`config.mk`:
```
export PLATFORM = sky130hd
export DESIGN_NAME = multi_cycle_ctrl
export DESIGN_NICKNAME = d
export VERILOG_FILES = /design/src/rtl/cpu_ctrl_pkg.sv /design/src/rtl/ctrl_retire_cnt.sv /design/src/rtl/multi_cycle_ctrl.sv
export SDC_FILE = /design/constraint.sdc
export NUM_CORES = 1
export LEC_CHECK = 0
export ABC_AREA = 1
export CAP_MARGIN = 20
export CORE_ASPECT_RATIO = 0.75
export CORE_MARGIN = 2
export CORE_UTILIZATION = 44
export DETAILED_ROUTE_END_ITERATION = 8
export PLACE_DENSITY = 0.78
export SYNTH_ARGS = -nofsm -noshare
export SYNTH_HDL_FRONTEND = slang
export SYNTH_HIERARCHICAL = 1
export SYNTH_SLANG_ARGS = --single-unit
```
`constraint.sdc`:
```
create_clock -name clk -period 1.7 [get_ports clk]
set_input_delay 0.34 -clock clk [delete_from_list [all_inputs] [get_ports clk]]
set_output_delay 0.34 -clock clk [all_outputs]
set_load 0.01 [all_outputs]
```
`src/rtl/cpu_ctrl_pkg.sv`:
```
`default_nettype none
// ============================================================================
//  Module      : cpu_ctrl_pkg
//  Description : Shared state encoding for the multi-cycle CPU sequencer.
//  Revision    : 1.0 - initial release
// ============================================================================
package cpu_ctrl_pkg;

    localparam int STATE_W = 3;

    // Codes 6 and 7 are unused; the sequencer treats them as illegal.
    typedef enum logic [STATE_W-1:0] {
        CS_IDLE = 3'd0,
        CS_IF   = 3'd1,
        CS_ID   = 3'd2,
        CS_EXE  = 3'd3,
        CS_MEM  = 3'd4,
        CS_WB   = 3'd5
    } ctrl_state_e;

endpackage
`default_nettype wire

```
`src/rtl/ctrl_retire_cnt.sv`:
```
`default_nettype none
// ============================================================================
//  Module      : ctrl_retire_cnt
//  Description : Retired-instruction counter, async active-low clear,
//                increment enable, wraps at 2^RETIRE_W.
//  Revision    : 1.0 - initial release
// ============================================================================
module ctrl_retire_cnt #(
    parameter int RETIRE_W = 32
) (
    input  logic                clk,
    input  logic                resetn,
    input  logic                i_inc,
    output logic [RETIRE_W-1:0] o_count
);

    logic [RETIRE_W-1:0] r_count;

    // Count one per retiring instruction; natural overflow provides the wrap.
    always_ff @(posedge clk or negedge resetn) begin
        if (!resetn) begin
            r_count <= '0;
        end else if (i_inc) begin
            r_count <= r_count + RETIRE_W'(1);
        end
    end

    assign o_count = r_count;

endmodule
`default_nettype wire

```
`src/rtl/multi_cycle_ctrl.sv`:
```
`default_nettype none
// ============================================================================
//  Module      : multi_cycle_ctrl
//  Description : IF/ID/EXE/MEM/WB sequencer for the multi-cycle CPU. Gates
//                PC update, IR/MDR loads, regfile and data-memory writes,
//                handshakes with wait-stated memories, counts retirements.
//  Options     : CTRL_STEP_MODE_EN - adds a 'step' input; each fetch waits
//                for step=1, giving one instruction per step pulse.
//  Revision    : 1.0 - initial release
// ============================================================================
module multi_cycle_ctrl
    import cpu_ctrl_pkg::*;
#(
    parameter int RETIRE_W = 32
) (
    input  logic                clk,
    input  logic                resetn,
    input  logic                imem_ready,
    input  logic                dmem_ready,
    input  logic                is_jbr,
    input  logic                is_load,
    input  logic                is_store,
    input  logic                is_wreg,
`ifdef CTRL_STEP_MODE_EN
    input  logic                step,
`endif
    output logic                imem_req,
    output logic                ir_load,
    output logic                alu_en,
    output logic                dmem_req,
    output logic                dmem_wen,
    output logic                mdr_load,
    output logic                rf_wen,
    output logic                pc_wen,
    output logic [STATE_W-1:0]  state,
    output logic [RETIRE_W-1:0] retired
);

    ctrl_state_e r_state;
    ctrl_state_e w_next_state;
    logic        w_fetch_ok;

`ifdef CTRL_STEP_MODE_EN
    logic        r_step_armed;

    // Remember a step seen in IF so the fetch survives imem wait states;
    // step pulses outside IF are dropped by clearing on every other state.
    always_ff @(posedge clk or negedge resetn) begin
        if (!resetn) begin
            r_step_armed <= 1'b0;
        end else if (r_state == CS_IF) begin
            if (ir_load) begin
                r_step_armed <= 1'b0;
            end else if (step) begin
                r_step_armed <= 1'b1;
            end
        end else begin
            r_step_armed <= 1'b0;
        end
    end

    assign w_fetch_ok = step | r_step_armed;
`else
    assign w_fetch_ok = 1'b1;
`endif

    // State register; async reset parks in IDLE so every strobe drops at once.
    always_ff @(posedge clk or negedge resetn) begin
        if (!resetn) begin
            r_state <= CS_IDLE;
        end else begin
            r_state <= w_next_state;
        end
    end

    // Next-state and strobe decode; strobes are Mealy on the ready inputs.
    always_comb begin
        w_next_state = r_state;
        imem_req     = 1'b0;
        ir_load      = 1'b0;
        alu_en       = 1'b0;
        dmem_req     = 1'b0;
        dmem_wen     = 1'b0;
        mdr_load     = 1'b0;
        rf_wen       = 1'b0;
        pc_wen       = 1'b0;
        case (r_state)
            CS_IDLE: begin
                w_next_state = CS_IF;
            end
            CS_IF: begin
                imem_req = w_fetch_ok;
                if (w_fetch_ok && imem_ready) begin
                    ir_load      = 1'b1;
                    w_next_state = CS_ID;
                end
            end
            CS_ID: begin
                // Jumps/branches finish here: target is already resolved.
                if (is_jbr) begin
                    pc_wen       = 1'b1;
                    w_next_state = CS_IF;
                end else begin
                    w_next_state = CS_EXE;
                end
            end
            CS_EXE: begin
                alu_en = 1'b1;
                if (is_load || is_store) begin
                    w_next_state = CS_MEM;
                end else if (is_wreg) begin
                    w_next_state = CS_WB;
                end else begin
                    pc_wen       = 1'b1;
                    w_next_state = CS_IF;
                end
            end
            CS_MEM: begin
                // Request held for the whole stay; no timeout on dmem_ready.
                dmem_req = 1'b1;
                dmem_wen = is_store & ~is_load;
                if (dmem_ready) begin
                    if (is_load) begin
                        mdr_load     = 1'b1;
                        w_next_state = CS_WB;
                    end else begin
                        pc_wen       = 1'b1;
                        w_next_state = CS_IF;
                    end
                end
            end
            CS_WB: begin
                rf_wen       = 1'b1;
                pc_wen       = 1'b1;
                w_next_state = CS_IF;
            end
            default: begin
                w_next_state = CS_IDLE;
            end
        endcase
    end

    assign state = r_state;

    ctrl_retire_cnt #(
        .RETIRE_W (RETIRE_W)
    ) u_retire (
        .clk     (clk),
        .resetn  (resetn),
        .i_inc   (pc_wen),
        .o_count (retired)
    );

endmodule
`default_nettype wire

```
* Yosys cells after proc, flatten, opt, wreduce, memory -nomap -nowiden
Cells that the tools add are included.
** Word-level totals
- Register bits :: 35
- Latch bits :: 0
- Bits in writable memories :: 0
- Bits in read-only memories :: 0
- Output and inout bits :: 43
- Word-level logic and storage cells :: 39
- Memories :: 0
** Operators by class
- Add/subtract/negate cells :: 1
- Multiply operators :: 0
- Div/mod/pow operators :: 0
- $lt $le $gt $ge :: 0
- Equal/unequal tests :: 7
- Shift-type cells :: 0
- Muxes and demuxes :: 23
- Bitwise operators :: 2
- Reduce and logical (&&, ||, !) cells :: 4
** Operators with widths (count)
- 32-bit by 1-bit adder with 32-bit output (second input constant) :: 1
- 1-bit two-way mux :: 15
- 3-bit two-way mux :: 5
- 3-bit one-hot mux with 5 select lines :: 1
- 3-bit by 2-bit == test with 1-bit output (second input constant) :: 2
- 3-bit == test (second input constant) :: 2
- 2-bit inequality test (second input constant) :: 2
- 1-bit one-hot mux with 4 select lines :: 1
- 3-bit by 1-bit == test with 1-bit output (second input constant) :: 1
- 3-bit zero test :: 1
- 2-bit two-way mux :: 1
- 2-bit AND reduction :: 1
- 2-bit OR reduction :: 1
- 1-bit bitwise AND :: 1
- 1-bit logical OR :: 1
- 1-bit NOT :: 1

* Logic depth before layout (Yosys ltp)
- Depth in word-level cells :: 3
- Mapped depth :: 14
- Gate-level depth less buffers :: 14

* Modules after synthesis
Netlist, hierarchy kept.
** By module, submodules not included
- ctrl_retire_cnt :: instances 1, cells an instance 229, area each 1761.7 um^2, seq. area each 800.8 um^2
- multi_cycle_ctrl :: instances 1, cells an instance 52, area each 292.8 um^2, seq. area each 75.1 um^2

* Least setup slack after synthesis
Ideal clock, no wire load.
- Path kind :: register to register
- Start :: register r_state[2] (netlist: state[2])
- End :: register u_retire.r_count[29] (netlist: u_retire/o_count[29])
- Arrival :: 1.974 ns
- Required time :: 1.583 ns
- Setup slack :: -0.391 ns
- Cell stages (with the launch flop) :: 15
- Path buffers :: 0
- Path through :: dfrtp_1 -> inv_1 -> nand2_1 -> nor2_2 -> nand2_1 -> nand2_1 -> nor2_1 -> nor2_1 -> inv_2 -> nor2_2 -> nand3_2 -> nor2_4 -> nand2_1 -> nand2_1 -> nand2_1
** Between the ends
- Longest elaborated chain between the ends :: 2
** Ends and longest elaborated chain
- from (decl) :: RTL line multi_cycle_ctrl.sv:39 : ctrl_state_e r_state;
- from (signal assigned) :: RTL line multi_cycle_ctrl.sv:72 : r_state <= w_next_state;
- 3-bit == test / 3-bit by 2-bit == test with 1-bit output (equally long branches) :: RTL line multi_cycle_ctrl.sv:87 : case (r_state)
- 1-bit one-hot mux with 4 select lines * :: RTL line multi_cycle_ctrl.sv:87
- named net pc_wen :: RTL line multi_cycle_ctrl.sv:34 : output logic pc_wen,
- to (signal assigned) :: RTL line ctrl_retire_cnt.sv:24 : r_count <= r_count + RETIRE_W'(1);
- to (decl) :: RTL line ctrl_retire_cnt.sv:17 : logic [RETIRE_W-1:0] r_count;
Mark *: on every way through the listed nets, which the timed path passes. The rest lies on a longest branch.
A chain may end at the register's enable or synchronous reset.

* Worst setup path in the final report
- Start :: input port is_store
- End :: register u_retire.r_count[29] (netlist: u_retire/o_count[29])
** Between the ends
- Longest elaborated chain between the ends :: 3
** Ends and longest elaborated chain
- from (decl) :: RTL line multi_cycle_ctrl.sv:22 : input logic is_store,
- 1-bit logical OR :: RTL line multi_cycle_ctrl.sv:109 : if (is_load || is_store) begin
- 1-bit two-way mux :: RTL line multi_cycle_ctrl.sv:109
- 1-bit one-hot mux with 4 select lines :: RTL line multi_cycle_ctrl.sv:87
No other way between the ends.

==> summary.md <==
| Metric | Value |
|---|---|
| Max-slew violation count | `0` |
| Sequential-to-total area share from yosys stat | `42.6%` |
| Die ar. | `between 0.005 and 0.006 sq mm` |
| Min Tclk post-route | `2.02 ns` |
| Layout cell share with drive strength beyond 1 | `28.9%` |
| Synthesis Warnings | `6` |
| Core box area | `0.00447 sq mm` |
| RSZ-0062 raised after global routing | `yes` |
| Layout area overhead | `58.2%` |
| Worst IR Drop VDD | `slightly below 0.9 mV` |
| Clock power frac | `a little under a fifth` |
| Combinational share of power | `47.1%` |
| Drt first pass iters | `4` |
| Pin count of the biggest net entering global routing | `36` |
| Detailed placement HPWL | `roughly 4.1 mm` |
| Critical Path RT | `approximately 1.9 ns` |
| Normalized max-slew margin | `between 70% and 80%` |
| Final period utilization | `119%` |
| I/O pin total | `slightly above 50` |
| Count leader, synth | `nand2_1` |
| GRT Residual Overflow | `0` |
| Status | `finished, violations left` |
| Worst min path class | `input port to asynchronous set/reset pin` |
| CTS max path bufs | `2` |
| Overall routing resource usage | `a little under a quarter` |
| Mapped Area | `0.00205 sq mm` |
| Starting density of the core | `46.0%` |
| Place WS | `-0.492 ns` |
| First-pass GRT wire length | `~9.7 mm` |
| CTS Buf Count | `5` |
| Total number of vias | `approximately 2.2k` |
| Worst-skew pair later-pin latency | `0.29 ns` |
| Fmax | `about 0.49 GHz` |
| Max-cap violation count | `0` |
| Antenna diodes | `0` |
| Crit path kind | `input port to flip-flop` |
| Clock transition at path regs | `0.08 ns` |
| PD cells | `between 900 and 1000 mW/mm^2` |
| Post-DRT Antenna Nets | `0` |
| Final setup margin | `-0.324 ns` |
| Via density | `5.06` |
| Clock sinks | `35` |
| DR WL/cell | `14.2 um` |
| Failing checks | `setup timing` |
| Main area contributors after synthesis | `dfrtp_1 43%, nand2_1 17%, nor2_1 7.7%` |
| # nets final | `389` |
| TNS Setup | `-7.51 ns` |
| Die Y | `63.2 um` |
| CP arrival | `2.20 ns` |
| Routed length on met1 | `2.84 mm` |
| Total power | `between 3 and 4 mW` |
| Syn_nets | `291` |
| Reg2Reg Depth | `16` |
| Top FF cell, synth | `dfrtp_1` |
| Leakage power | `1.48 nW` |
| Number of H-tree levels | `2` |
| CP startpoint kind | `input port` |
| Syn avg cell area | `7.31 sq um` |
| Critical-path maximum fanout | `4` |
| Final wirelength | `between 6 and 7 mm` |
| Met3 Wirelength | `268 um` |
| Drt drc | `0` |
| Top post-synthesis cells by count | `91 x nand2_1, 42 x nor2_1, 35 x dfrtp_1, 30 x inv_1, 22 x nand3_1` |
| Top-area cell type share of the netlist area | `between 40% and 50%` |
| Fin. Hold Viols | `0` |
| Synth cell types | `21` |
| Highest metal used | `met4` |
| Sequential power share | `33.7%` |
| EDFF count, synth | `0` |
| Non-Filler Instances | `between 400 and 500` |
| Seq cells post-synth | `35` |
| Hold_buf cts | `0` |
| Root Buffer | `clkbuf_8` |
| GP Congestion | `between 0.9 and 1` |
| Met2 routed WL | `3.02 mm` |
| Initial antenna violation count | `0` |
| CTS tree | `built` |
| Port bufs | `50` |
| Clock skew | `0.0136 ns` |
| Final setup fails | `34` |
| FFs w/ async S/R, synth | `100%` |
| Switching Share | `37.6%` |
| Vias in the first global route | `between 2k and 2.5k` |
| Placed cell count | `between 400 and 500` |
| Initial DRC count | `187` |
| NetSw | `between 1 and 1.5 mW` |
| P_int | `1.94 mW` |
| Cell Rows | `21` |
| Synth area leader | `dfrtp_1` |
| Die Width | `82.9 um` |
| Crit end category | `flip-flop` |
| Cells after Synth | `around 280` |
| Worst Tran Pin Value | `between 0.4 and 0.5 ns` |
==> per-stage QoR <==
step                      utilization, %  hold slack, ns  instance area (sq um)
after global placement              63.6           0.485                   2840
after floorplan                        -          0.0444                   2080
after CTS                           68.2           0.471                   3050
after detailed placement            63.6           0.495                   2840
after global routing                72.8           0.515                   3250
final                               72.8           0.459                   3250
==> worst paths after layout <==
path / from / endpoint / slack, ns
max: is_store / u_retire/o_count[29] / -0.32
min: resetn / u_retire/o_count[5] / 0.46
max reg2reg: state[2] / u_retire/o_count[29] / -0.27
min reg2reg: u_retire/o_count[31] / u_retire/o_count[31] / 0.50
max in group asynchronous: resetn / state[1] / 0.88
min in group clk: u_retire/o_count[31] / u_retire/o_count[31] / 0.50
==> layout by cell type (no fill, tap or decap), types with 3 or more instances in the layout <==
master and n:
buf_2 6, buf_4 30, buf_6 13, clkbuf_8 5, clkdlybuf4s50_1 39, dfrtp_1 30
dfrtp_2 5, inv_1 28, nand2_1 82, nand2_2 9, nand2_4 3, nand3_1 19
nand3_2 3, nand3b_1 6, nor2_1 35, nor2_2 4, nor2_4 18, xnor2_1 4
xor2_1 11
==> kinds of logic after synthesis <==
group	after synthesis	synth area share, %
fa+ha+maj	2	1.22
simple gates	190	41.8
buf+inv	33	6.09
flops	35	42.6
xor+xnor	17	7.25
compound gates	4	0.974
==> worst max-delay path, stage by stage <==
cell and delay, ns:
clkdlybuf4s50_1 0.41, inv_1 0.08, nand2_1 0.07, nor2_1 0.14
nand2_1 0.09, nand2_1 0.09, nor2_2 0.06, nor2_4 0.12
buf_6 0.13, inv_8 0.04, nor2_4 0.14, nand3_4 0.12
nor2_4 0.18, nand2_1 0.07, nand2_1 0.06, nand2_1 0.05
==> routing by layer <==
layer / track usage (%) / vias to the layer above
met5: 0 / -
met4: 6.97 / 0
met3: 4.46 / 8
met2: 34.9 / 65
met1: 33.7 / 1070
li1: - / 1069
==> registers in the layout, indices dropped and copies added (netlist names) <==
register	count
u_retire/o_count	32
state	3
==> power groups by stage <==
stage	logic, mW	clock network, mW	registers, mW
final	1.47	0.596	1.05
after floorplan	0.455	0	1.11
after detailed placement	1.13	0	1.06
after global placement	1.11	0	1.05
after global routing	1.58	0.644	1.06
after CTS	1.29	0.611	1.05
==> area by class of cell <==
class / instances / area [sq um]
Inverter: 33 / 135
Clock inverter: 2 / 12.5
Fill cell: 319 / 1220
Sequential cell: 35 / 882
Clock buffer: 6 / 72.6
Timing Repair Buffer: 91 / 823
Multi-Input combinational cell: 213 / 1250
Tap cell: 57 / 71.3
==> repair_timing <==
action                                  4_1_cts  5_1_grt
gates resized for setup                      58       38
cloned                                        0        0
buffers inserted                              9       10
hold endpoints to repair                      0        0
endpoints found under the setup margin       34       42
pin swaps                                    15       18
No activity file was read; power rests on OpenSTA's default activity.
